File: src/rtl/mem_pkg.sv
// Shared types for the two-port burst memory arbiter.
// State encoding, port indices and a small one-hot helper.
package mem_pkg;

    typedef enum logic [1:0] {
        S_IDLE     = 2'd0,
        S_RD_CMD   = 2'd1,
        S_RD_DATA  = 2'd2,
        S_WR_BURST = 2'd3
    } state_t;

    localparam logic PORT0 = 1'b0;
    localparam logic PORT1 = 1'b1;

    function automatic logic [1:0] port_onehot(input logic idx);
        return (idx == PORT1) ? 2'b10 : 2'b01;
    endfunction

endpackage

File: src/rtl/rr_arb2.sv
// Two-way round-robin pick: a lone requester wins, on a tie
// the port that did not win last time is chosen.
module rr_arb2
    import mem_pkg::*;
(
    input  logic [1:0] req,
    input  logic       last,
    output logic [1:0] gnt
);

    // one-hot grant from the request pair and the last winner
    always_comb begin
        gnt = 2'b00;
        unique case (req)
            2'b01:   gnt = 2'b01;
            2'b10:   gnt = 2'b10;
            2'b11:   gnt = (last == PORT0) ? 2'b10 : 2'b01;
            default: gnt = 2'b00;
        endcase
    end

endmodule

File: src/rtl/mem_arbiter.sv
// Burst arbiter sharing one memory port between the data
// cache (p0) and instruction cache (p1).
module mem_arbiter
    import mem_pkg::*;
#(
    parameter int BURST_LEN = 4,
    parameter int AW        = 26
) (
    input  logic          clk,
    input  logic          rst,

    input  logic [AW-1:0] p0_addr,
    input  logic [3:0]    p0_byte_en,
    input  logic          p0_read,
    input  logic          p0_write,
    input  logic [31:0]   p0_writedata,
    output logic [31:0]   p0_readdata,
    output logic          p0_readdata_valid,
    output logic          p0_waitrequest,

    input  logic [AW-1:0] p1_addr,
    input  logic [3:0]    p1_byte_en,
    input  logic          p1_read,
    input  logic          p1_write,
    input  logic [31:0]   p1_writedata,
    output logic [31:0]   p1_readdata,
    output logic          p1_readdata_valid,
    output logic          p1_waitrequest,

    output logic [AW-1:0] o_m_addr,
    output logic [3:0]    o_m_byte_en,
    output logic          o_m_read,
    output logic          o_m_write,
    output logic [31:0]   o_m_writedata,
    input  logic [31:0]   i_m_readdata,
    input  logic          i_m_readdata_valid,
    input  logic          i_m_waitrequest,

    output logic [1:0]    o_grant,
    output logic          o_err
);

    localparam int CW = $clog2(BURST_LEN) + 1;
    localparam logic [CW-1:0] LAST_BEAT = CW'(BURST_LEN - 1);

    state_t        state_q, state_d;
    logic          owner_q, owner_d;
    logic          last_q, last_d;
    logic [CW-1:0] cnt_q, cnt_d;
    logic          err_q, err_d;

    logic [1:0]    req;
    logic [1:0]    gnt;
    logic          win_write;

    logic [AW-1:0] own_addr;
    logic [3:0]    own_be;
    logic          own_write;
    logic [31:0]   own_wdata;
    logic          stray;

    assign req = {p1_read | p1_write, p0_read | p0_write};

    rr_arb2 u_rr (
        .req  (req),
        .last (last_q),
        .gnt  (gnt)
    );

    // a write request wins over a simultaneous read
    assign win_write = gnt[1] ? p1_write : p0_write;

    assign own_addr  = owner_q ? p1_addr      : p0_addr;
    assign own_be    = owner_q ? p1_byte_en   : p0_byte_en;
    assign own_write = owner_q ? p1_write     : p0_write;
    assign own_wdata = owner_q ? p1_writedata : p0_writedata;

    // read beats are only legal while collecting a read burst
    assign stray = i_m_readdata_valid && (state_q != S_RD_DATA);

    // state, owner, round-robin history, beat count, error flag
    always_ff @(posedge clk or negedge rst) begin
        if (!rst) begin
            state_q <= S_IDLE;
            owner_q <= PORT0;
            last_q  <= PORT1;
            cnt_q   <= '0;
            err_q   <= 1'b0;
        end else begin
            state_q <= state_d;
            owner_q <= owner_d;
            last_q  <= last_d;
            cnt_q   <= cnt_d;
            err_q   <= err_d;
        end
    end

    // next-state: grant in idle, then count beats to the end
    always_comb begin
        state_d = state_q;
        owner_d = owner_q;
        last_d  = last_q;
        cnt_d   = cnt_q;
        err_d   = err_q | stray;
        unique case (state_q)
            S_IDLE: begin
                if (|gnt) begin
                    owner_d = gnt[1];
                    last_d  = gnt[1];
                    cnt_d   = '0;
                    state_d = win_write ? S_WR_BURST
                                        : S_RD_CMD;
                end
            end
            S_RD_CMD: begin
                if (!i_m_waitrequest)
                    state_d = S_RD_DATA;
            end
            S_RD_DATA: begin
                if (i_m_readdata_valid) begin
                    if (cnt_q == LAST_BEAT) begin
                        cnt_d   = '0;
                        state_d = S_IDLE;
                    end else begin
                        cnt_d = cnt_q + CW'(1);
                    end
                end
            end
            S_WR_BURST: begin
                if (own_write && !i_m_waitrequest) begin
                    if (cnt_q == LAST_BEAT) begin
                        cnt_d   = '0;
                        state_d = S_IDLE;
                    end else begin
                        cnt_d = cnt_q + CW'(1);
                    end
                end
            end
            default: state_d = S_IDLE;
        endcase
    end

    // outputs: the owner sees memory, the other port is stalled
    always_comb begin
        p0_readdata       = '0;
        p0_readdata_valid = 1'b0;
        p0_waitrequest    = 1'b1;
        p1_readdata       = '0;
        p1_readdata_valid = 1'b0;
        p1_waitrequest    = 1'b1;
        o_m_addr          = '0;
        o_m_byte_en       = '0;
        o_m_read          = 1'b0;
        o_m_write         = 1'b0;
        o_m_writedata     = '0;
        unique case (state_q)
            S_RD_CMD: begin
                o_m_read    = 1'b1;
                o_m_addr    = own_addr;
                o_m_byte_en = own_be;
                if (owner_q == PORT1)
                    p1_waitrequest = i_m_waitrequest;
                else
                    p0_waitrequest = i_m_waitrequest;
            end
            S_RD_DATA: begin
                if (owner_q == PORT1) begin
                    p1_readdata       = i_m_readdata;
                    p1_readdata_valid = i_m_readdata_valid;
                end else begin
                    p0_readdata       = i_m_readdata;
                    p0_readdata_valid = i_m_readdata_valid;
                end
            end
            S_WR_BURST: begin
                o_m_write     = own_write;
                o_m_addr      = own_addr;
                o_m_byte_en   = own_be;
                o_m_writedata = own_wdata;
                if (owner_q == PORT1)
                    p1_waitrequest = i_m_waitrequest;
                else
                    p0_waitrequest = i_m_waitrequest;
            end
            default: ;
        endcase
    end

    assign o_grant = (state_q == S_IDLE) ? 2'b00
                                         : port_onehot(owner_q);
    assign o_err   = err_q;

endmodule

File: config.mk
export PLATFORM = sky130hd
export DESIGN_NAME = mem_arbiter
export DESIGN_NICKNAME = d
export VERILOG_FILES = /design/src/rtl/mem_pkg.sv /design/src/rtl/rr_arb2.sv /design/src/rtl/mem_arbiter.sv
export SDC_FILE = /design/constraint.sdc
export NUM_CORES = 1
export LEC_CHECK = 0
export ABC_AREA = 1
export CAP_MARGIN = 25
export CORE_AREA = 2 2 117 119
export DETAILED_ROUTE_END_ITERATION = 12
export DIE_AREA = 0 0 119 121
export DONT_BUFFER_PORTS = 1
export GPL_ROUTABILITY_DRIVEN = 0
export GPL_TIMING_DRIVEN = 0
export PLACE_DENSITY = 0.3
export RECOVER_POWER = 100
export SLEW_MARGIN = 20
export SYNTH_ARGS = -nofsm -noshare
export SYNTH_HDL_FRONTEND = slang
export SYNTH_SLANG_ARGS = --single-unit
File: constraint.sdc
create_clock -name clk -period 2.3 [get_ports clk]
set_input_delay 0.46 -clock clk [delete_from_list [all_inputs] [get_ports clk]]
set_output_delay 0.46 -clock clk [all_outputs]
set_load 0.02 [all_outputs]
**Word-level counts from Yosys, hierarchy flattened**

Index checks and enable logic that the tools add are counted.

- Input bits: 164
- Output and inout bits: 135
- Bits in registers: 8
- Logic and storage cells: 69

- Reduce and logical (&&, ||, !) cells: 10
- $add $sub $neg: 1
- Multiplexer cells: 38
- Eq/ne operators: 12
- Bitwise operators: 3

Operators with widths:

| kind | number |
|---|---|
| $mux W32 | 6 |
| $mux W26 | 2 |
| $mux W2 | 9 |
| $mux W1 | 12 |
| $mux W3 | 4 |
| $ne A2 B2 Y1 const B | 5 |
| $pmux W3 S3 | 1 |
| $eq A2 B2 Y1 const B | 4 |
| $mux W4 | 2 |
| $pmux W2 S4 | 1 |
| $reduce_and A4 Y1 | 2 |
| $pmux W2 S3 | 1 |
| $eq A2 B1 Y1 const B | 2 |
| $reduce_or A2 Y1 | 2 |
| $add A3 B1 Y3 const B | 1 |
| $eq A3 B2 Y1 const B | 1 |
| $or A1 B1 Y1 | 3 |
| $reduce_bool A3 Y1 | 1 |
| $logic_and A1 B1 Y1 | 2 |
| $logic_not A2 Y1 | 1 |
| $reduce_and A2 Y1 | 1 |
| $logic_not A1 Y1 | 1 |

**Depth between registers and ports, before layout**

- Word-level depth: 7
- Mapped depth: 8
- Gate-level depth less buffers: 8

**Modules after synthesis**

Synthesis repeated with hierarchy kept, for this count alone.

- Cells, all modules: 335
- Area, all modules: 1,858.0 um^2

Modules (own cells, without submodules):

| module | cells each | sequential area each (um^2) | instances | area each (um^2) |
|---|---|---|---|---|
| mem_arbiter | 330 | 201.4 | 1 | 1,836.8 |
| rr_arb2 | 5 | 0.0 | 1 | 21.3 |

**Least setup slack after synthesis**

No wires, ideal clock.

- Kind: register to output
- Start point: register owner_q
- End point: output o_m_writedata[22]
- Stages on the path, launching flop included: 5
- Buffers on the path: 2
- Path slack: 0.590 ns
- Data arrival time: 1.250 ns
- Required time: 1.840 ns
- Path through: dfrtp_1 > buf_2 > buf_1 > nand2_1 > a21oi_1

- Cells in the longest elaborated chain, start to end: 2

RTL lines:

| item | line | source |
|---|---|---|
| start: declaration | mem_arbiter.sv:47 | `logic owner_q, owner_d;` |
| start signal: assignment | mem_arbiter.sv:91 | `owner_q <= owner_d;` |
| $mux W32 | mem_arbiter.sv:76 | `assign own_wdata = owner_q ? p1_writedata : p0_writedata;` |
| $mux W32 | mem_arbiter.sv:156 | `unique case (state_q)` |
| end: declaration | mem_arbiter.sv:34 | `output logic [31:0] o_m_writedata,` |

Every way passes these cells.

**Worst setup path in the final report**

- Start point: register owner_q
- End point: output o_m_writedata[10]

The elaborated chain is that of the path after synthesis.

==> impl_metrics.tcl <==
set metrics [dict create \
    area_delta_synth_final_pct 19.3 \
    syn-num-nets 486 \
    yosys.area.top_type "nand2_1" \
    synth_compound_area_share_pct 29.2 \
    root_buffer "clkbuf_16" \
    max_freq_mhz 452 \
    rows 42 \
    syn_area_mm2 0.00166 \
    clock_latency_ns 0.23 \
    first_pass_iters 4 \
    die_x_um 119 \
    drc 0 \
    numPlacedInstances 497 \
    grt_pass1_vias 1921 \
    layout_common_cells "nand2_1, nor2_1, inv_1, a21oi_1, a22o_1" \
    worstSetupStartpointType "register" \
    fillers 1547 \
    cts_tree "built" \
    netlist_top_cells_area "nand2_1, nor2_1, a22o_1, dfrtp_1, a21oi_1" \
    synth_top_area_share_pct 18.5 \
    finalNonFillerCells 502 \
    multi_input_area_mm2 0.00119 \
    cts_inserted_buffers 3 \
    final-max-slew-violation-count 0 \
    min_path_type "in -> async" \
    total_power_mw 3.09 \
    avgRoutedWirePerCell_um 18.9 \
    setup_tns_ns 0 \
    portBuffers 0 \
    maxCapViolCount 0 \
    hpwlAfterDp_um 8410 \
    avgSynthCellArea_um2 5.18 \
    initial_core_util_pct 12.7 \
    yosys_warnings 0 \
    synth.distinct_cells 23 \
    hold_violations 0 \
    cp.arrival_ns 1.75 \
    fin_nets 492 \
    p_per_area_mw_per_mm2 1560 \
    power_leakage_nw 1.01 \
    htree_levels 1 \
    drt_wl_total_um 9500 \
    drtIter0Drc 122 \
    grt_max_degree 11 \
    fin_crit_ns 2.21 \
    muxShareOfSynthArea_pct 0 \
    yosys.area_share.simple_pct 41.3 \
    crit_type "reg -> out" \
    vias 2220 \
    end_kind "output pin" \
    synth_top_family_by_area "simple AND/OR/NAND/NOR gates" \
    rsz0062_at_grt "no" \
    finalSetupViolCount 0 \
    drt-vias-per-instance 4.42 \
    ys_seq_area_share_pct 12.1 \
    grt_overflow 0 \
    route.antenna.remaining_nets 0 \
    antenna_found_initial 0 \
    worst_slew_pin_slew_ns 0.547 \
    skew_ns 0.00288 \
    status "finished, final reports clean" \
    worstPathRequired_ns 1.84 \
    grt_first_pass_wirelength_um 12100 \
    ys_ff_latch 8 \
    fin_util_pct 15.1 \
    synth_xor_area_share_pct 0 \
    p_sw_share_pct 68.0 \
    pin_count 299 \
    dieHeight_um 121 \
    register_area_um2 201 \
    intPower_mw 0.989 \
    mostFrequentLayoutCell "nand2_1" \
    holdWs_ns 0.0693 \
    num_antenna_cells 0 \
    power_frac_seq_pct 8.2 \
    cts.sinks 8 \
    dieArea_mm2 0.0144 \
    netlist_instances 321 \
    slew_headroom_pct 63.6 \
    drive_gt1_share_pct 10.4 \
    clock_path_buffers 2 \
    path_clk_slew_ns 0.04 \
    p_sw_mw 2.10 \
    clockPowerShare_pct 9.9 \
    core-area_mm2 0.0131 \
    synth_fa_ha_area_share_pct 0.753 \
    globalRouteTotalUtil_pct 11.4 \
    worstPathMaxFanout 10 \
    peakVddDrop_mv 0.332 \
    fin_crit_sh_pct 96.1 \
    combPwrFrac_pct 81.9 \
]
-- synth_stat cells (all sizes together) --
cell	n
or2	1
a21boi	1
dfrtp	7
nor2	80
ha	1
dfstp	1
nand2	86
inv	45
o21ai	6
o21bai	2
clkbuf	8
a21oi	34
nand3	5
a22o	30
buf	14
-- layout make-up --
class / instances / area share (%)
multi-input combinational: 246 / 60.2
tap: 176 / 11.1
sequential: 8 / 10.2
inverter: 45 / 8.52
buffer: 22 / 5.56
clock buffer: 4 / 3.98
timing repair buffer: 1 / 0.505
-- cell families after synthesis --
logic type,count (synthesis)
buffers and inverters,67
flip-flops,8
AO/OA/AOI/OAI,73
adder cells (fa/ha/maj),1
AND/OR/NAND/NOR,172
-- state kept, by name (all words and copies together) (netlist names) --
register  count
o_err         1
owner_q       1
last_q        1
cnt_q         3
state_q       2
-- through the flow --
stage | instance area (µm²) | worst slack (ns)
floorplan | 1660 | 0.590
global placement | 1880 | 0.145
detailed placement | 1880 | 0.130
CTS | 1980 | 0.0302
global route | 1980 | 0.00849
finish | 1980 | 0.0898
-- per-layer routing --
layer	track usage, %	wire length, µm
met2	19.5	4610
met1	13.8	3820
met5	0	0
met3	2.54	789
met4	4.46	274
-- worst paths after layout --
check,slack [ns],to,depth (start not counted),from
max,0.09,o_m_writedata[10],4,owner_q$_DFFE_PN0P_
min,0.07,last_q$_DFFE_PN1P_,0,rst
max reg2reg,0.73,state_q[1]$_DFFE_PN0P_,7,state_q[0]$_DFFE_PN0P_
min reg2reg,0.49,cnt_q[1]$_DFFE_PN0P_,2,cnt_q[1]$_DFFE_PN0P_
max in group asynchronous,1.48,owner_q$_DFFE_PN0P_,1,rst
min in group clk,0.46,o_err$_DFF_PN0_,2,i_m_readdata_valid
-- power groups by stage --
stage	registers [mW]	logic, mW	clock network, mW
after floorplan	0.245	2.11	0
after global placement	0.259	2.54	0
after detailed placement	0.260	2.55	0
after CTS	0.260	2.57	0.314
after global routing	0.265	2.75	0.318
final	0.254	2.53	0.305
-- critical path, stage by stage, from the launching register on --
cell and delay [ns]:
dfrtp_1 0.35, buf_4 0.23, clkbuf_1 0.35, nand2_1 0.11, a21oi_1 0.48
-- what timing repair did --
action	in CTS	in global routing
hold buffers	1	0
buffers inserted	0	0
hold endpoints to repair	7	0
setup endpoints to repair	18	6
gates resized for setup	5	5
No activity file was read; power rests on OpenSTA's default activity.
